### config.mk
export PLATFORM = sky130hd
export DESIGN_NAME = lsu_ctrl_pipe_flat
export DESIGN_NICKNAME = d
export VERILOG_FILES = /design/src/rtl/lsu_ctrl_pipe_if.sv /design/src/rtl/lsu_ctrl_pipe.sv /design/src/flat_wrapper.sv
export SDC_FILE = /design/constraint.sdc
export NUM_CORES = 1
export LEC_CHECK = 0
export BUFFER_PORTS_ARGS = -buffer_cell sky130_fd_sc_hd__buf_4
export CAP_MARGIN = 15
export CORE_MARGIN = 5
export CORE_UTILIZATION = 32
export DETAILED_ROUTE_END_ITERATION = 12
export GPL_ROUTABILITY_DRIVEN = 0
export PLACE_DENSITY = 0.67
export SLEW_MARGIN = 0
export SYNTH_ARGS = -nofsm -noshare
export SYNTH_HDL_FRONTEND = slang
export SYNTH_SLANG_ARGS = --single-unit
### constraint.sdc
create_clock -name clk -period 4.29 [get_ports clk]
set_clock_uncertainty 0.15 [all_clocks]
set_input_delay 0.858 -clock clk [delete_from_list [all_inputs] [get_ports clk]]
set_output_delay 0.858 -clock clk [all_outputs]
set_load 0.01 [all_outputs]
### src/rtl/lsu_ctrl_pipe_if.sv
// Bundle of command, RAM and writeback channels for the load/store control pipe.
// slave = LSU side, master = requester/RAM/writeback environment side.
interface lsu_ctrl_pipe_if #(
   parameter int unsigned XLEN = 32,
   parameter int unsigned AW   = 32
);
   logic              cmd_valid;
   logic              cmd_ready;
   logic              cmd_read;
   logic              cmd_write;
   logic              cmd_usign;
   logic [1:0]        cmd_size;
   logic [AW-1:0]     cmd_addr;
   logic [XLEN-1:0]   cmd_wdata;

   logic              ram_req_valid;
   logic              ram_req_ready;
   logic              ram_req_wr;
   logic [AW-1:0]     ram_req_addr;
   logic [XLEN-1:0]   ram_req_wdata;
   logic [XLEN/8-1:0] ram_req_wstrb;
   logic              ram_rsp_valid;
   logic [XLEN-1:0]   ram_rsp_rdata;

   logic              wbck_valid;
   logic              wbck_ready;
   logic [XLEN-1:0]   wbck_wdata;
   logic              wbck_err;
   logic [1:0]        wbck_cause;

   modport slave (
      input  cmd_valid, cmd_read, cmd_write, cmd_usign, cmd_size, cmd_addr, cmd_wdata,
      output cmd_ready,
      output ram_req_valid, ram_req_wr, ram_req_addr, ram_req_wdata, ram_req_wstrb,
      input  ram_req_ready, ram_rsp_valid, ram_rsp_rdata,
      output wbck_valid, wbck_wdata, wbck_err, wbck_cause,
      input  wbck_ready
   );

   modport master (
      output cmd_valid, cmd_read, cmd_write, cmd_usign, cmd_size, cmd_addr, cmd_wdata,
      input  cmd_ready,
      input  ram_req_valid, ram_req_wr, ram_req_addr, ram_req_wdata, ram_req_wstrb,
      output ram_req_ready, ram_rsp_valid, ram_rsp_rdata,
      input  wbck_valid, wbck_wdata, wbck_err, wbck_cause,
      output wbck_ready
   );
endinterface

### src/rtl/lsu_ctrl_pipe.sv
// Load/store control pipe: decodes one command, runs RAM request/response
// (optionally read-modify-write), formats load data and hands back a writeback.
module lsu_ctrl_pipe #(
   parameter int unsigned XLEN     = 32,
   parameter int unsigned AW       = 32,
   parameter int unsigned RMW_MODE = 0,
   parameter int unsigned TMO      = 15
) (
   input  logic          clk,
   input  logic          rst,
   lsu_ctrl_pipe_if.slave bus
);
   localparam int unsigned NB = XLEN / 8;
   localparam int unsigned OB = $clog2(NB);
   localparam int unsigned CW = $clog2(TMO + 2);

   typedef enum logic [2:0] {IDLE, REQ, RSP, MRG, WB} state_t;

   state_t          state, state_n;
   logic            alive;
   logic [CW-1:0]   cnt;
   logic [1:0]      size_q;
   logic            usign_q, store_q, wr_q, rmw_rd_q, err_q;
   logic [OB-1:0]   off_q;
   logic [NB-1:0]   bmask_q, wstrb_q;
   logic [AW-1:0]   addr_q;
   logic [XLEN-1:0] wdata_q, rdata_q;
   logic [1:0]      cause_q;

   logic            rdy, accept, illegal_c, mis_c, full_c;
   logic [OB-1:0]   off_c;
   logic [NB-1:0]   smask_c;
   logic [XLEN-1:0] shifted, keep, fmt, bm, merged;
   logic            sb;

   assign rdy    = (state == IDLE) && alive;
   assign accept = rdy && bus.cmd_valid;

   // Command decode feeds only the capture registers, never an output.
   always_comb begin
      off_c   = bus.cmd_addr[OB-1:0];
      smask_c = '0;
      for (int unsigned i = 0; i < NB; i++)
         smask_c[i] = (i < (32'd1 << bus.cmd_size));
      illegal_c = (bus.cmd_read == bus.cmd_write) || (XLEN == 32 && bus.cmd_size == 2'b11);
      case (bus.cmd_size)
         2'b01:   mis_c = bus.cmd_addr[0];
         2'b10:   mis_c = |bus.cmd_addr[1:0];
         2'b11:   mis_c = |bus.cmd_addr[2:0];
         default: mis_c = 1'b0;
      endcase
      full_c = (32'(bus.cmd_size) == OB);
   end

   // Size mask applied before extension; D keeps every bit so extension is a no-op.
   always_comb begin
      shifted = bus.ram_rsp_rdata >> {off_q, 3'b000};
      keep    = '0;
      sb      = 1'b0;
      for (int unsigned i = 0; i < XLEN; i++) begin
         keep[i] = (i < (32'd8 << size_q));
         if (i == (32'd8 << size_q) - 32'd1)
            sb = shifted[i];
      end
      fmt = shifted & keep;
      if (!usign_q && sb)
         fmt = fmt | ~keep;
   end

   always_comb begin
      bm = '0;
      for (int unsigned i = 0; i < XLEN; i++)
         bm[i] = bmask_q[i / 8];
      merged = (rdata_q & ~bm) | (wdata_q & bm);
   end

   always_comb begin
      state_n = state;
      case (state)
         IDLE: if (accept) state_n = (illegal_c || mis_c) ? WB : REQ;
         REQ:  if (bus.ram_req_ready) state_n = RSP;
         RSP: begin
            if (bus.ram_rsp_valid)     state_n = rmw_rd_q ? MRG : WB;
            else if (cnt == CW'(TMO))  state_n = WB;
         end
         MRG:  state_n = REQ;
         WB:   if (bus.wbck_ready) state_n = IDLE;
         default: state_n = IDLE;
      endcase
   end

   always_ff @(posedge clk or posedge rst) begin
      if (rst) state <= IDLE;
      else     state <= state_n;
   end

   always_ff @(posedge clk or posedge rst) begin
      if (rst) begin
         alive    <= 1'b0;
         cnt      <= '0;
         size_q   <= '0;
         usign_q  <= 1'b0;
         store_q  <= 1'b0;
         wr_q     <= 1'b0;
         rmw_rd_q <= 1'b0;
         err_q    <= 1'b0;
         cause_q  <= '0;
         off_q    <= '0;
         bmask_q  <= '0;
         wstrb_q  <= '0;
         addr_q   <= '0;
         wdata_q  <= '0;
         rdata_q  <= '0;
      end else begin
         alive <= 1'b1;
         case (state)
            IDLE: if (accept) begin
               size_q   <= bus.cmd_size;
               usign_q  <= bus.cmd_usign;
               store_q  <= bus.cmd_write;
               off_q    <= off_c;
               bmask_q  <= smask_c << off_c;
               wstrb_q  <= (RMW_MODE != 0) ? '1 : (smask_c << off_c);
               addr_q   <= {bus.cmd_addr[AW-1:OB], {OB{1'b0}}};
               wdata_q  <= bus.cmd_wdata << {off_c, 3'b000};
               wr_q     <= bus.cmd_write && ((RMW_MODE == 0) || full_c);
               rmw_rd_q <= bus.cmd_write && (RMW_MODE != 0) && !full_c;
               rdata_q  <= '0;
               err_q    <= illegal_c || mis_c;
               cause_q  <= illegal_c ? 2'b10 : (mis_c ? 2'b01 : 2'b00);
               cnt      <= '0;
            end
            REQ: cnt <= '0;
            RSP: begin
               if (bus.ram_rsp_valid) begin
                  // Raw read word is parked in rdata_q for the merge; stores return 0.
                  if (!store_q)     rdata_q <= fmt;
                  else if (rmw_rd_q) rdata_q <= bus.ram_rsp_rdata;
               end else if (cnt == CW'(TMO)) begin
                  err_q   <= 1'b1;
                  cause_q <= 2'b11;
               end else begin
                  cnt <= cnt + 1'b1;
               end
            end
            MRG: begin
               wdata_q  <= merged;
               rdata_q  <= '0;
               wr_q     <= 1'b1;
               rmw_rd_q <= 1'b0;
            end
            default: ;
         endcase
      end
   end

   assign bus.cmd_ready     = rdy;
   assign bus.ram_req_valid = (state == REQ);
   assign bus.ram_req_wr    = (state == REQ) && wr_q;
   assign bus.ram_req_addr  = addr_q;
   assign bus.ram_req_wdata = wdata_q;
   assign bus.ram_req_wstrb = wstrb_q;
   assign bus.wbck_valid    = (state == WB);
   assign bus.wbck_wdata    = rdata_q;
   assign bus.wbck_err      = err_q;
   assign bus.wbck_cause    = cause_q;
endmodule

### src/flat_wrapper.sv
// flat-port wrapper written by rule: the top's interface ports become plain ports
module lsu_ctrl_pipe_flat 
#(
   parameter int unsigned XLEN     = 32,
   parameter int unsigned AW       = 32,
   parameter int unsigned RMW_MODE = 0,
   parameter int unsigned TMO      = 15
)
  (clk, rst, bus_cmd_valid, bus_cmd_read, bus_cmd_write, bus_cmd_usign, bus_cmd_size, bus_cmd_addr, bus_cmd_wdata, bus_cmd_ready, bus_ram_req_valid, bus_ram_req_wr, bus_ram_req_addr, bus_ram_req_wdata, bus_ram_req_wstrb, bus_ram_req_ready, bus_ram_rsp_valid, bus_ram_rsp_rdata, bus_wbck_valid, bus_wbck_wdata, bus_wbck_err, bus_wbck_cause, bus_wbck_ready);
  lsu_ctrl_pipe_if #(.XLEN(XLEN), .AW(AW)) bus_i ();
  input  logic clk;
  input  logic rst;
  input wire logic [$bits(bus_i.cmd_valid)-1:0] bus_cmd_valid;
  input wire logic [$bits(bus_i.cmd_read)-1:0] bus_cmd_read;
  input wire logic [$bits(bus_i.cmd_write)-1:0] bus_cmd_write;
  input wire logic [$bits(bus_i.cmd_usign)-1:0] bus_cmd_usign;
  input wire logic [$bits(bus_i.cmd_size)-1:0] bus_cmd_size;
  input wire logic [$bits(bus_i.cmd_addr)-1:0] bus_cmd_addr;
  input wire logic [$bits(bus_i.cmd_wdata)-1:0] bus_cmd_wdata;
  output wire logic [$bits(bus_i.cmd_ready)-1:0] bus_cmd_ready;
  output wire logic [$bits(bus_i.ram_req_valid)-1:0] bus_ram_req_valid;
  output wire logic [$bits(bus_i.ram_req_wr)-1:0] bus_ram_req_wr;
  output wire logic [$bits(bus_i.ram_req_addr)-1:0] bus_ram_req_addr;
  output wire logic [$bits(bus_i.ram_req_wdata)-1:0] bus_ram_req_wdata;
  output wire logic [$bits(bus_i.ram_req_wstrb)-1:0] bus_ram_req_wstrb;
  input wire logic [$bits(bus_i.ram_req_ready)-1:0] bus_ram_req_ready;
  input wire logic [$bits(bus_i.ram_rsp_valid)-1:0] bus_ram_rsp_valid;
  input wire logic [$bits(bus_i.ram_rsp_rdata)-1:0] bus_ram_rsp_rdata;
  output wire logic [$bits(bus_i.wbck_valid)-1:0] bus_wbck_valid;
  output wire logic [$bits(bus_i.wbck_wdata)-1:0] bus_wbck_wdata;
  output wire logic [$bits(bus_i.wbck_err)-1:0] bus_wbck_err;
  output wire logic [$bits(bus_i.wbck_cause)-1:0] bus_wbck_cause;
  input wire logic [$bits(bus_i.wbck_ready)-1:0] bus_wbck_ready;
  assign bus_i.cmd_valid = bus_cmd_valid;
  assign bus_i.cmd_read = bus_cmd_read;
  assign bus_i.cmd_write = bus_cmd_write;
  assign bus_i.cmd_usign = bus_cmd_usign;
  assign bus_i.cmd_size = bus_cmd_size;
  assign bus_i.cmd_addr = bus_cmd_addr;
  assign bus_i.cmd_wdata = bus_cmd_wdata;
  assign bus_cmd_ready = bus_i.cmd_ready;
  assign bus_ram_req_valid = bus_i.ram_req_valid;
  assign bus_ram_req_wr = bus_i.ram_req_wr;
  assign bus_ram_req_addr = bus_i.ram_req_addr;
  assign bus_ram_req_wdata = bus_i.ram_req_wdata;
  assign bus_ram_req_wstrb = bus_i.ram_req_wstrb;
  assign bus_i.ram_req_ready = bus_ram_req_ready;
  assign bus_i.ram_rsp_valid = bus_ram_rsp_valid;
  assign bus_i.ram_rsp_rdata = bus_ram_rsp_rdata;
  assign bus_wbck_valid = bus_i.wbck_valid;
  assign bus_wbck_wdata = bus_i.wbck_wdata;
  assign bus_wbck_err = bus_i.wbck_err;
  assign bus_wbck_cause = bus_i.wbck_cause;
  assign bus_i.wbck_ready = bus_wbck_ready;
  lsu_ctrl_pipe #(.XLEN(XLEN), .AW(AW), .RMW_MODE(RMW_MODE), .TMO(TMO)) u_core (.clk(clk), .rst(rst), .bus(bus_i));
endmodule
==> out/results.ini, run 1 <==
[status]
status = finished clean

[die]
die_h_um = 144.1
core-area_um2 = 17840
rows = 49
dieArea_um2 = 20770
start_util_pct = 32.27
dieWidth_um = 144.1
ios = 214

[grt]
busiest_layer = met2
grt-ovfl-total = 0
grt_usage_pct = 19.54
grt_max_degree = 65
first_global_vias = 5366
grtUsageMet1_pct = 25.34
antenna_found_initial = 0
grtUsageMet3_pct = 7.771
grt_pass1_wl_mm = 30.63
grtUsageMet2_pct = 30.11

[yosys]
synthCells = 576
synth_top_area_share_pct = 50.86
ys.flop_type = dfrtp_1
synth_area_um2 = 5757
synth_top_area_cell = dfrtp_1
synth_seq_cells = 117
synth_cell_types = 53
synth.area.top_cells = dfrtp_1 51%, nand2_1 8.7%, a221o_1 7.0%
avgSynthCellArea_um2 = 9.994
async_flop_share_pct = 100.0
synth_edf_count = 0
synth-seq-area-share_pct = 50.86
synth_warnings = 0

[placement]
portBuffers = 211
dpl.hpwl_mm = 15.17
numPlacedInstances = 984
dp_slack_ns = 1.710

[final_layout]
post-route-util_pct = 45.20
drive_gt1_share_pct = 35.45
finalNetCount = 883
final_common_cell = buf_4
area_growth_pct = 40.08
nFillCells = 1744
antenna_cells = 0
final_cells = 1016
most-common-layout-cells = 217 x buf_4, 132 x nand2_1, 117 x dfrtp_1, 40 x a221o_1, 28 x o21ai_0

[worst_setup_path]
crit_arrival_ns = 1.54
path_max_fanout = 15
crit_path_end_kind = output port
crit_type = reg2out
cp.required_ns = 3.28
start_kind = register
reg2reg_depth = 4
rrSetupSlack_ns = 1.76
r2r-start = u_core.state[0]

[clock_tree]
cts_htree_levels = 4
cts_tree = yes
post_cts_buffers = 0
cts_buffers = 17
holdBufCountCts = 0
clkTransAtPathRegs_ns = 0.06
clockBufferDepth = 2
clk_latency_ns = 0.42
clkSinkCount = 117
ctsResizeCount = 0
cts-root-buf = clkbuf_16

[timing]
relSlewSlack_pct = 42.77
fin_ws_ns = 1.743
hold_viol_final = 0
post-route-period-util_pct = 59.37
fmax_mhz = 392.6
slew_viol_final = 0
tns_ns = 0
layout_min_cycle_time_ns = 2.547
tightest_slew_ns = 0.8585
hold-worst-slack_ns = 0.3216
rsz0062_at_grt = no
finalSetupViolations = 0

[routing]
vias_per_cell = 5.282
vias = 5367
dr.pass1.iters = 6
antenna_left = 0
wl_per_cell_um = 20.08
drt_iter0_drc = 431
drc = 0
wl_mm = 20.40

[min_path]
hp-class = reg2reg
min_to = u_core.bus.ram_req_addr[19]
min_path_cells = 2
worstHoldStart = u_core.bus.ram_req_addr[19]

[pwr]
ir_drop_v = 0.0002867
power_density_nw_per_um2 = 494.8
p_leak_uw = 0.003985

[job]
drv_cap = 0

[worst max-delay path, cell delays in order (launching register included)]
cell,delay [ns]
dfrtp_1,0.55
nor4b_4,0.40
buf_4,0.18
[report_power, final]
part / internal (uW) / leakage [uW] / switching (uW) / total (uW)
clock network: 755 / 0.000262 / 574 / 1330
registers: 1330 / 0.00151 / 199 / 1530
logic: 576 / 0.00222 / 554 / 1130
[cell families after synthesis]
group | Yosys count | synth area share [%]
adder cells (fa/ha/maj) | 2 | 0.4346
XOR/XNOR | 1 | 0.1522
other | 2 | 0.1305
multiplexers | 39 | 7.281
AO/OA/AOI/OAI | 151 | 20.10
AND/OR/NAND/NOR | 217 | 17.34
flip-flops | 117 | 50.86
buffers and inverters | 47 | 3.695
[through the flow]
step | area [um^2] | total power [uW]
2_1_floorplan | 5761 | 2085
3_3_place_gp | 7515 | 2670
3_5_place_dp | 7515 | 2682
4_1_cts | 8064 | 4035
5_1_grt | 8064 | 4217
6_report | 8064 | 3990
[metal layers]
metal  wire length, um  part of all wire, %  up-vias
li1                  -                    -     2493
met1              8316                   41     2591
met2              9353                   46      258
met3              2298                   11       25
met4               435                  2.1        0
met5                 0                    0        -
[worst max path at each step]
stage,end,depth (start not counted),start
after detailed placement,u_core.bus.wbck_wdata[1],5,bus_cmd_valid
after CTS,bus_cmd_ready,2,u_core.state[0]
after global routing,register,4,u_core.state[0]
after floorplan,async pin,1,rst
after global placement,u_core.bus.wbck_wdata[2],5,bus_cmd_valid
final,bus_cmd_ready,2,u_core.state[0]
[Yosys cell counts (2+ instances only)]
cell and count:
nand2_1 133, dfrtp_1 117, a221o_1 40, o21ai_0 28
mux2i_1 25, clkbuf_1 22, a211oi_1 19, a21oi_1 19
nor2_1 18, a2bb2oi_1 13, mux2_2 13, a22o_1 12
nor2b_1 12, buf_2 11, nor3_1 9, inv_1 7
nand3_1 7, or2_2 7, nor3b_1 5, nand2b_1 4
nand3b_1 4, o22ai_1 4, and2_1 3, buf_1 3
nor2_2 3, o31ai_1 3, a21o_1 2, a41oi_1 2
and3_1 2, buf_4 2, buf_6 2, conb_1 2
ha_1 2, or3_1 2
[area by class of cell]
type	instances	area (um^2)	share of cell area [%]
clock buffer	18	429.2	5.322
clock inverter	14	120.1	1.490
inverter	7	28.78	0.3569
multi-input combinational	413	2623	32.52
sequential	117	2928	36.31
tap	229	286.5	3.553
timing repair buffer	218	1649	20.45
No activity file was read; power rests on OpenSTA's default activity.
==> inputs of run 2 (changes only) <==
clock period = 2.1 ns   (was 4.29 ns; I/O delays follow)
==> run 2 against run 1 <==
The flow now finishes with violations (negative setup slack). Global-route usage grew 0.17 points. Die area is the same. Sequential cell count is the same. Count of clock-buffer cells in the layout shrank 1. Worst hold slack lost 0.28 ns. Final area grew 5.9%. Critical path type is now reg2reg. Largest cell class unchanged. Largest power group unchanged. Highest routed layer unchanged.
==> out/results.ini, run 2 (synthesis gave the netlist of run 1 again) <==
[die]
die_h_um = 144.1
ios = 214
start_util_pct = 32.27
dieArea_um2 = 20770
rows = 49
dieWidth_um = 144.1
core-area_um2 = 17840

[final_layout]
design_area_um2 = 8537
antenna_cells = 0
area_growth_pct = 48.29
final_common_cell = buf_4
post-route-util_pct = 47.85
most-common-layout-cells = 252 x buf_4, 132 x nand2_1, 116 x dfrtp_1, 40 x a221o_1, 27 x o21ai_0
nFillCells = 1684
drive_gt1_share_pct = 39.78
finalNetCount = 923
multi_input_area_um2 = 2678
regArea_um2 = 2929
final_cells = 1056

[pwr]
ir_drop_v = 0.0005812
p_sw_share_pct = 31.53
switchingPower_uw = 2711
p_int_uw = 5888
power_density_nw_per_um2 = 1007
clkPwrFrac_pct = 35.5
p_comb_share_pct = 28.7
seqPwrFrac_pct = 35.8
p_leak_uw = 0.004247

[clock_tree]
clk_latency_ns = 0.41
clkSinkCount = 117
cts-root-buf = clkbuf_16
cts_tree = yes
cts_htree_levels = 4
clockBufferDepth = 2
cts_buffers = 17
clkTransAtPathRegs_ns = 0.06

[worst_setup_path]
crit_type = reg2reg
reg2reg_depth = 7
start_kind = register
path_max_fanout = 5
cp-endpoint = u_core.cnt[4]
crit_path_end_kind = register
rrSetupSlack_ns = -0.004
crit_arrival_ns = 2.25
r2r-start = u_core.cnt[1]
r2r-end = u_core.cnt[4]
cp.required_ns = 2.25
startpoint = u_core.cnt[1]

[timing]
hold_viol_final = 0
post-route-period-util_pct = 100.2
finalSetupViolations = 1
layout_min_cycle_time_ns = 2.104
fmax_mhz = 475.3
tightest_slew_ns = 0.5627
relSlewSlack_pct = 62.35
fin_ws_ns = -0.003795
slew_viol_final = 0
rsz0062_at_grt = yes

[routing]
wl_mm = 20.62
wl_met1_mm = 8.456
antenna_left = 0
dr.pass1.iters = 4
drt_iter0_drc = 368
wl_met2_mm = 9.340
highest_layer = met4
wl_per_cell_um = 19.53
vias_per_cell = 5.162
vias = 5451
dr_wl_met3_mm = 2.155
drc = 0

[status]
violations = negative setup slack
status = finished with violations

[grt]
grt-ovfl-total = 0
grt_pass1_wl_mm = 31.17
first_global_vias = 5589
antenna_found_initial = 0
grt_usage_pct = 19.70
grt_max_degree = 76

[min_path]
min_path_cells = 3
hp-class = in2reg

[job]
drv_cap = 0

[placement]
place_area_um2 = 7816
portBuffers = 211
numPlacedInstances = 1018
dpl.hpwl_mm = 15.69

==> run 2: cell types whose count changed in the layout (fill, tap and decap cells not counted), sizes merged <==
cell and delta:
inv -2, buf +39, clkbuf -1, dlygate4sd3 +1
bufinv +3
==> run 2: cell type report <==
| cell class | count | area share (%) |
|---|---|---|
| sequential | 117 | 34.31 |
| timing repair buffer | 258 | 23.35 |
| multi-input combinational | 413 | 31.36 |
| inverter | 7 | 0.3518 |
| clock inverter | 15 | 2.286 |
| tap | 229 | 3.356 |
| clock buffer | 17 | 4.983 |
==> run 2: worst max-delay path, cell delays in order, from the launching register on <==
cell and delay [ns]:
dfrtp_1 0.38, ha_2 0.19, and3_4 0.15, ha_4 0.15
or4b_4 0.50, o21ai_4 0.09, nand2b_4 0.09, mux2_4 0.30
==> run 2: through the flow <==
stage                      TNS [ns]  power [uW]  setup slack (ns)  hold WS, ns
final                     -0.003795        8599         -0.003795      0.04154
after global routing        -0.1616        9060          -0.05907      0.03123
after CTS                  -0.02998        8679          -0.02998      0.02480
after detailed placement    -0.2398        5570           -0.1164       0.3137
after global placement      -0.2058        5542           -0.1089       0.3092
after floorplan            -0.07107        4261          -0.04411       0.3063
==> run 2: what timing repair did <==
action / 4_1_cts / 5_1_grt
endpoints found under the hold margin: 13 / 0
setup endpoints to repair: 5 / 13
gates resized for setup: 7 / 3
pin swaps: 4 / 4
hold buffers: 1 / 0
buffers inserted: 2 / 3
==> run 2: how the worst min path moves through the flow <==
stage	start	end
floorplan	u_core.wr_q	u_core.wr_q
global placement	u_core.bus.ram_req_addr[4]	u_core.bus.ram_req_addr[4]
detailed placement	u_core.bus.ram_req_addr[13]	u_core.bus.ram_req_addr[13]
CTS	bus_cmd_addr[23]	u_core.bus.ram_req_addr[23]
global route	bus_cmd_addr[3]	u_core.bus.ram_req_addr[3]
finish	bus_cmd_addr[23]	u_core.bus.ram_req_addr[23]
==> run 2: power groups by stage <==
stage / Clock [uW] / Combinational, uW / Sequential (uW)
floorplan: 0 / 1040 / 3220
global placement: 0 / 2440 / 3100
detailed placement: 0 / 2470 / 3100
CTS: 3110 / 2490 / 3080
global route: 3210 / 2710 / 3140
finish: 3050 / 2470 / 3080
==> run 2: routing by layer <==
layer	up-vias	GRT usage, %
li1	2567	-
met5	-	0
met4	0	8.573
met2	255	30.52
met3	44	6.349
met1	2585	25.33
==> inputs of run 3 (changes only) <==
PLACE_DENSITY = 0.66   (was 0.67)
==> run 3 against run 2 <==
Count of clock-buffer cells in the layout up 1. Final area down 0.69%. Register-to-register slack got worse by 0.09 ns. Utilization fell by 0.33 points. Combinational power about the same. First-iteration DRC count shrank 7.1%. Global-route usage is 0.098 points higher. Clock power is 6.6% lower. The run still ends with negative setup slack left. Die area unchanged. Highest routed layer unchanged. Worst setup slack got worse by 0.091 ns.
==> out/results.ini, run 3 (synthesis gave the netlist of run 1 again) <==
[final_layout]
area_growth_pct = 47.27
final_common_cell = buf_4
post-route-util_pct = 47.52
most-common-layout-cells = 254 x buf_4, 132 x nand2_1, 116 x dfrtp_1, 40 x a221o_1, 27 x o21ai_0
regArea_um2 = 2929
multi_input_area_um2 = 2654
nFillCells = 1712
antenna_cells = 0
finalNetCount = 924
drive_gt1_share_pct = 39.49

[routing]
drt_iter0_drc = 342
vias = 5472
antenna_left = 0
drc = 0
wl_mm = 20.56
dr.pass1.iters = 4
wl_per_cell_um = 19.45
vias_per_cell = 5.177

[pwr]
ir_drop_v = 0.0005777
p_int_uw = 5679
power.total_uw = 8381
power_density_nw_per_um2 = 988.6
switchingPower_uw = 2703
p_sw_share_pct = 32.25
clkPwrFrac_pct = 34.0
p_leak_uw = 0.004235
seqPwrFrac_pct = 36.7
p_comb_share_pct = 29.3

[grt]
grt_pass1_wl_mm = 31.15
grt_usage_pct = 19.80
antenna_found_initial = 0
grt_max_degree = 78
grt-ovfl-total = 0
first_global_vias = 5526

[job]
drv_cap = 0

[worst_setup_path]
crit_path_top_delay_cell = or4b_4
worstPathCellList = ha_2 > and3_4 > ha_4 > or4b_4 > o21ai_1 > nand2b_1 > mux2_2
crit_path_max_incr_delay_ns = 0.48
path_max_fanout = 5
start_kind = register
crit_path_end_kind = register
crit_buf_inv = 0
cp.required_ns = 2.25
crit_type = reg2reg
crit_family = simple AND/OR/NAND/NOR gates
crit_arrival_ns = 2.35

[clock_tree]
clockBufferDepth = 2
cts_buffers = 17
clkSinkCount = 117
cts_tree = yes
clkTransAtPathRegs_ns = 0.06
cts-root-buf = clkbuf_16
cts_htree_levels = 4
clk_latency_ns = 0.41

[placement]
portBuffers = 211
dp_slack_ns = -0.1258
dpl.hpwl_mm = 15.53

[die]
core-area_um2 = 17840
ios = 214
dieWidth_um = 144.1
die_h_um = 144.1
start_util_pct = 32.27
rows = 49
dieArea_um2 = 20770

[status]
status = finished with violations
violations = negative setup slack

[timing]
relSlewSlack_pct = 52.82
tns_ns = -0.2456
finalSetupViolations = 4
post-route-period-util_pct = 104.5
hold-worst-slack_ns = 0.04266
hold_viol_final = 0
fin_ws_ns = -0.09511
rsz0062_at_grt = yes
fmax_mhz = 455.6
layout_min_cycle_time_ns = 2.195
tightest_slew_ns = 0.7051
slew_viol_final = 0

[min_path]
hp-class = in2reg

==> run 3: changes by cell type in the layout (fill, tap and decap cells not counted), moves of 2 or more <==
cell	before	now
inv_8	1	3
inv_6	5	3
bufinv_16	3	1
clkinv_2	0	2
buf_4	252	254
==> run 3: path summary, 6_finish.rpt <==
path / depth (start not counted) / start / endpoint / slack [ns]
hold reg to reg: 2 / u_core.bus.ram_req_addr[11] / u_core.bus.ram_req_addr[11] / 0.32
max in group asynchronous: 4 / rst / u_core.bus.ram_req_addr[8] / 0.94
hold / removal: 3 / bus_cmd_addr[23] / u_core.bus.ram_req_addr[23] / 0.04
setup reg to reg: 7 / u_core.cnt[1] / u_core.cnt[4] / -0.1
setup / recovery: 7 / u_core.cnt[1] / u_core.cnt[4] / -0.1
min in group asynchronous: 4 / rst / async pin / 0.53
==> run 3: final cells by class <==
cell class	count	share of cell area (%)
Timing Repair Buffer	259	23.55
Inverter	7	0.3542
Multi-Input combinational cell	413	31.30
Clock buffer	18	5.180
Clock inverter	14	1.682
Sequential cell	117	34.55
Tap cell	229	3.380
==> run 3: worst register-to-register path, delay by kind of cell (launching register included) <==
family	cells	cell delay (ns)
multiplexers	1	0.31
AO/OA/AOI/OAI	1	0.09
AND/OR/NAND/NOR	3	0.81
flip-flops	1	0.38
adder cells (fa/ha/maj)	2	0.34
==> run 3: power groups by stage <==
stage,registers (uW),logic (uW),clock network (uW)
after detailed placement,3100,2480,0
after floorplan,3220,1040,0
after global routing,3130,2700,3020
after global placement,3100,2440,0
final,3070,2460,2850
after CTS,3070,2490,2920
==> run 3: routing by layer <==
| layer | share of wire (%) | up-vias | track usage (%) |
|---|---|---|---|
| met1 | 41 | 2650 | 25.38 |
| met5 | 0 | - | 0 |
| met4 | 1.5 | 0 | 5.600 |
| li1 | - | 2574 | - |
| met2 | 47 | 226 | 31.36 |
| met3 | 11 | 22 | 7.606 |
==> run 3: stage by stage <==
step | cell area [um^2] | instances
finish | 8478 | 1057
global route | 8478 | 1057
global placement | 7851 | 1021
floorplan | 5784 | 577
detailed placement | 7851 | 1021
CTS | 8468 | 1056
==> run 3: timing repair <==
item                                    CTS  global route
endpoints found under the setup margin    6             8
pin swaps                                 1             3
hold endpoints to repair                 54             0
hold buffers                              1             0
gates resized for setup                   3             1
setup buffers                             2             1
